### src/rtl/multicycle_ctrl.sv
// rtl/multicycle_ctrl.sv - multicycle processor control FSM (optional bne: MULTICYCLE_CTRL_BNE_EN)
module multicycle_ctrl #(
  parameter int MEM_LAT = 1
) (
  input  logic       clk,
  input  logic       rst_n,
  input  logic [5:0] op,
  input  logic [5:0] funct,
  input  logic       zero,
  output logic       pcen,
  output logic       iord,
  output logic       memwrite,
  output logic       irwrite,
  output logic       regdst,
  output logic       memtoreg,
  output logic       regwrite,
  output logic       alusrca,
  output logic [1:0] alusrcb,
  output logic [1:0] pcsrc,
  output logic [3:0] alucontrol,
  output logic       illegal
);

  localparam logic [5:0] OP_RTYPE = 6'b000000;
  localparam logic [5:0] OP_LW    = 6'b100011;
  localparam logic [5:0] OP_SW    = 6'b101011;
  localparam logic [5:0] OP_BEQ   = 6'b000100;
  localparam logic [5:0] OP_ADDI  = 6'b001000;
  localparam logic [5:0] OP_J     = 6'b000010;
`ifdef MULTICYCLE_CTRL_BNE_EN
  localparam logic [5:0] OP_BNE   = 6'b000101;
`endif

  localparam logic [3:0] ALU_ADD = 4'b0000;
  localparam logic [3:0] ALU_SUB = 4'b0001;
  localparam logic [3:0] ALU_AND = 4'b0100;
  localparam logic [3:0] ALU_OR  = 4'b0101;
  localparam logic [3:0] ALU_SLT = 4'b1100;

  localparam logic [3:0] LAST_WAIT = 4'(MEM_LAT - 1);

  typedef enum logic [3:0] {
    FETCH,
    DECODE,
    MEMADR,
    MEMRD,
    MEMWB,
    MEMWR,
    RTYPEEX,
    RTYPEWB,
    BEQEX,
    ADDIEX,
    ADDIWB,
`ifdef MULTICYCLE_CTRL_BNE_EN
    BNEEX,
`endif
    JEX
  } state_t;

  state_t     state;
  state_t     nxt;
  logic [3:0] cnt;
  logic       wait_done;

  logic       pcwrite;
  logic       branch;
  logic       branch_ne;
  logic       irwrite_raw;
  logic       memwrite_raw;
  logic       regwrite_raw;
  logic       illegal_raw;

  logic       rtype_ok;
  logic [3:0] rtype_alu;

  assign wait_done = (cnt == LAST_WAIT);

  // R-type function field decode: legality and ALU operation
  always_comb begin
    rtype_ok  = 1'b1;
    rtype_alu = ALU_ADD;
    case (funct)
      6'b100000: rtype_alu = ALU_ADD;
      6'b100010: rtype_alu = ALU_SUB;
      6'b100100: rtype_alu = ALU_AND;
      6'b100101: rtype_alu = ALU_OR;
      6'b101010: rtype_alu = ALU_SLT;
      default:   rtype_ok  = 1'b0;
    endcase
  end

  // State register and wait counter; the counter restarts whenever the state changes
  always_ff @(posedge clk or negedge rst_n) begin
    if (!rst_n) begin
      state <= FETCH;
      cnt   <= '0;
    end else begin
      state <= nxt;
      cnt   <= (nxt != state) ? 4'd0 : cnt + 4'd1;
    end
  end

  // Next-state and Moore output decode
  always_comb begin
    nxt          = state;
    iord         = 1'b0;
    memwrite_raw = 1'b0;
    irwrite_raw  = 1'b0;
    regdst       = 1'b0;
    memtoreg     = 1'b0;
    regwrite_raw = 1'b0;
    alusrca      = 1'b0;
    alusrcb      = 2'b00;
    pcsrc        = 2'b00;
    alucontrol   = ALU_ADD;
    illegal_raw  = 1'b0;
    pcwrite      = 1'b0;
    branch       = 1'b0;
    branch_ne    = 1'b0;
    case (state)
      FETCH: begin
        alusrcb = 2'b01;
        if (wait_done) begin
          irwrite_raw = 1'b1;
          pcwrite     = 1'b1;
          nxt         = DECODE;
        end
      end
      DECODE: begin
        alusrcb = 2'b11;
        case (op)
          OP_LW, OP_SW: nxt = MEMADR;
          OP_RTYPE: begin
            if (rtype_ok) begin
              nxt = RTYPEEX;
            end else begin
              illegal_raw = 1'b1;
              nxt         = FETCH;
            end
          end
          OP_BEQ:  nxt = BEQEX;
          OP_ADDI: nxt = ADDIEX;
          OP_J:    nxt = JEX;
`ifdef MULTICYCLE_CTRL_BNE_EN
          OP_BNE:  nxt = BNEEX;
`endif
          default: begin
            illegal_raw = 1'b1;
            nxt         = FETCH;
          end
        endcase
      end
      MEMADR: begin
        alusrca = 1'b1;
        alusrcb = 2'b10;
        nxt     = (op == OP_LW) ? MEMRD : MEMWR;
      end
      MEMRD: begin
        iord = 1'b1;
        if (wait_done) nxt = MEMWB;
      end
      MEMWB: begin
        memtoreg     = 1'b1;
        regwrite_raw = 1'b1;
        nxt          = FETCH;
      end
      MEMWR: begin
        iord         = 1'b1;
        memwrite_raw = 1'b1;
        nxt          = FETCH;
      end
      RTYPEEX: begin
        alusrca    = 1'b1;
        alucontrol = rtype_alu;
        nxt        = RTYPEWB;
      end
      RTYPEWB: begin
        regdst       = 1'b1;
        regwrite_raw = 1'b1;
        nxt          = FETCH;
      end
      BEQEX: begin
        alusrca    = 1'b1;
        alucontrol = ALU_SUB;
        pcsrc      = 2'b01;
        branch     = 1'b1;
        nxt        = FETCH;
      end
`ifdef MULTICYCLE_CTRL_BNE_EN
      BNEEX: begin
        alusrca    = 1'b1;
        alucontrol = ALU_SUB;
        pcsrc      = 2'b01;
        branch_ne  = 1'b1;
        nxt        = FETCH;
      end
`endif
      ADDIEX: begin
        alusrca = 1'b1;
        alusrcb = 2'b10;
        nxt     = ADDIWB;
      end
      ADDIWB: begin
        regwrite_raw = 1'b1;
        nxt          = FETCH;
      end
      JEX: begin
        pcsrc   = 2'b10;
        pcwrite = 1'b1;
        nxt     = FETCH;
      end
      default: nxt = FETCH;
    endcase
  end

  // Write enables are suppressed while reset is held, even in the final FETCH cycle
  assign pcen     = rst_n & (pcwrite | (branch & zero) | (branch_ne & ~zero));
  assign irwrite  = rst_n & irwrite_raw;
  assign memwrite = rst_n & memwrite_raw;
  assign regwrite = rst_n & regwrite_raw;
  assign illegal  = rst_n & illegal_raw;

endmodule

### config.mk
export PLATFORM = sky130hd
export DESIGN_NAME = multicycle_ctrl
export DESIGN_NICKNAME = d
export VERILOG_FILES = /design/src/rtl/multicycle_ctrl.sv
export SDC_FILE = /design/constraint.sdc
export NUM_CORES = 1
export LEC_CHECK = 0
export ABC_CLOCK_PERIOD_IN_PS = 1800
export CELL_PAD_IN_SITES_DETAIL_PLACEMENT = 0
export CELL_PAD_IN_SITES_GLOBAL_PLACEMENT = 1
export CORE_UTILIZATION = 31
export DETAILED_ROUTE_END_ITERATION = 8
export PLACE_DENSITY = 0.8
export RECOVER_POWER = 50
export SYNTH_ARGS = -nofsm -noshare
export SYNTH_HDL_FRONTEND = slang
export SYNTH_SLANG_ARGS = --single-unit
### constraint.sdc
create_clock -name clk -period 1.8 [get_ports clk]
set_input_delay 0.18 -clock clk [delete_from_list [all_inputs] [get_ports clk]]
set_output_delay 0.18 -clock clk [all_outputs]
set_load 0.1 [all_outputs]
==> flow_summary.json <==
{
  "netlist_top_cells_count": "nor2_1 (16), nand3_1 (11), dfrtp_1 (8)",
  "antenna_found_initial": 0,
  "drt_iter0_drc": 23,
  "setup_viol": 4,
  "synthesis.area_um2": 925.9,
  "power_frac_clock": 0.064,
  "avgSynthCellArea_um2": 7.528,
  "critPathKind": "flip-flop to primary output",
  "initial_core_util": 0.3329,
  "rrSetupSlack_ps": 100,
  "synth_edf_count": 0,
  "slew_violations": 0,
  "grt-ovfl-total": 0,
  "die_x_um": 56.65,
  "synth_top_family_by_area": "simple AND/OR/NAND/NOR gates",
  "grt_pass1_wl_mm": 5.761,
  "cts_root_buffer": "clkbuf_4",
  "synth_top_area_share": 0.2162,
  "p_per_area_nw_per_um2": 1119,
  "tns_ps": -151.1,
  "worstSetupPathDepth": 7,
  "cp-endpoint": "pcen",
  "ios": 32,
  "grt_max_degree": 13,
  "cp_max_fo": 3,
  "internal_power_uw": 1071,
  "power_switching_uw": 1166,
  "synthAdderAreaFrac": 0.03784,
  "violations": "negative setup slack",
  "syn_nets": 140,
  "wl_mm": 3.603,
  "crit_family": "simple AND/OR/NAND/NOR gates",
  "reg2reg_from": "cnt[0]",
  "synth-seq-area-share": 0.2162,
  "nNetsFinal": 212,
  "critPathLaunch": "cnt[0]",
  "port-buffer-count": 30,
  "pwr-share-seq": 0.125,
  "area_growth_pct": 115.9,
  "antenna_left": 0,
  "cp_slowest_stage_delay_ps": 390,
  "synth_ff_type": "dfrtp_1",
  "antennaDiodeCount": 0,
  "cts-htree-levels": 1,
  "leakagePower_uw": 0.0008101,
  "required_ps": 1620,
  "vias": 1260,
  "grt_usage": 0.2313,
  "coreArea_um2": 2781,
  "std_cell_rows": 19,
  "cts.clk_slew.worst_paths_ps": 60,
  "synth.area.top_cells": "dfrtp_1 (22%), nor2_1 (6.5%), nand3_1 (5.9%), nand2b_1 (4.1%), nor4_1 (4.1%)",
  "synth_xor_area_frac": 0.03784,
  "finalCritPeriodShare": 1.052,
  "skew_ps": 1.482,
  "status": "finished with violations",
  "clk_path_buf_depth": 2,
  "fin_crit_ps": 1894,
  "grt_pass1_vias": 1304,
  "die_h_um": 56.65,
  "final_cell_area_um2": 1999,
  "synth_top_cell_by_area": "dfrtp_1",
  "crit_buf_inv": 2,
  "die_area_um2": 3209,
  "synth_compound_area_frac": 0.2365,
  "placedInstanceArea_um2": 1775,
  "hold_buffers": 0,
  "drc": 0,
  "ir_drop_v": 0.001488,
  "place_congestion": 0.7603,
  "hp-class": "input pin to async pin",
  "synth.area.mux_share": 0.03243,
  "cp-start-kind": "flip-flop",
  "numCtsBuffers": 3,
  "cts_sinks": 8,
  "grt_setup_unrepaired": "true",
  "end_kind": "primary output",
  "fin_util": 0.7188,
  "clock_latency_ps": 260,
  "cp_cell_sequence": "inv_2 -> ha_4 -> nor3b_4 -> mux2i_1 -> o21ai_1 -> and3_4 -> buf_12",
  "slowest_stage": "dfrtp_1",
  "fin_ws_ps": -93.96,
  "dp_hpwl_mm": 2.700,
  "synthCells": 123,
  "fmaxAchievable_mhz": 528.0,
  "max-cap-violations": 0,
  "rr_worst_depth": 9,
  "drive_above_1_share": 0.5855,
  "async_reset_ff_frac": 1.000,
  "ys_seq_elements": 8,
  "viasPerCell": 5.625,
  "yosys_warnings": 0,
  "yosysMostFrequentCell": "nor2_1",
  "cts_tree": "yes",
  "synth_cell_types": 43,
  "wl_per_cell_um": 16.08,
  "worstPathArrival_ps": 1710,
  "slew_headroom": 0.6428,
  "finalHoldViolations": 0,
  "dr.pass1.iters": 4,
  "synth-simple-area-share": 0.3703,
  "tightest_slew_ps": 535.9,
  "worstReg2RegEnd": "cnt[0]",
  "swShare": 0.5212,
  "combPwrFrac": 0.811
}
==> per-stage QoR <==
step	setup slack (ps)	total power, uW	instances	hold slack (ps)
2_1_floorplan	-442.7	1224	123	-115.6
3_3_place_gp	-188.6	1809	212	520.1
3_5_place_dp	-219.6	1847	212	535.0
4_1_cts	-78.03	2144	223	285.2
5_1_grt	-164.8	2344	224	375.6
6_report	-93.96	2238	224	352.4
==> flip-flops by register name (all words and copies together), names as in the netlist <==
register,flops
cnt,4
state,4
==> cell type report <==
class	instances	area, um^2
Clock buffer	3	22.52
Fill cell	205	782.0
Inverter	5	18.77
Multi-Input combinational cell	102	913.4
Sequential cell	8	203.9
Tap cell	31	38.79
Timing Repair Buffer	75	802.0
==> kinds of logic (layout without fill, tap and decap cells) <==
logic type,Yosys count,count (layout)
AO/OA/AOI/OAI,27,27
buffers and inverters,13,83
other,1,1
flip-flops,8,8
AND/OR/NAND/NOR,64,64
adder cells (fa/ha/maj),3,3
XOR/XNOR,4,4
multiplexers,3,3
==> power groups by stage <==
stage	clock, uW	combinational, uW	sequential, uW
floorplan	0	972	251
CTS	146	1720	276
detailed placement	0	1570	276
global placement	0	1540	274
finish	143	1820	279
global route	152	1910	285
==> per-layer routing <==
layer / track usage / wire length (um)
met4: 0.1150 / 97
met5: 0 / 0
met2: 0.4218 / 1964
met1: 0.2575 / 1382
met3: 0.03456 / 159
==> layout by cell type (no fill, tap or decap), drive strengths merged, types with 3 or more instances in the layout <==
cell type and count:
buf 61, nor2 16, nand3 11, dfrtp 8, clkdlybuf4s50 7, nand2 7
a21oi 7, nand2b 6, o21ai 6, nor4 6, dlygate4sd2 5, inv 5
nor3 5, or3 3, mux2i 3, clkbuf 3
==> timing repair <==
item	CTS	global route
setup endpoints to repair	8	12
cloned	0	0
pin swaps	6	7
buffers inserted	8	1
resized for setup	23	19
==> how the worst min path moves through the flow <==
| stage | startpoint | end | depth (start not counted) |
|---|---|---|---|
| after global routing | rst_n | state[1] | 2 |
| final | rst_n | state[2] | 2 |
| after global placement | cnt[0] | cnt[0] | 3 |
| after floorplan | rst_n | cnt[0] | 0 |
| after CTS | rst_n | state[2] | 2 |
| after detailed placement | rst_n | state[2] | 2 |
(Power assumes the default switching activity.)
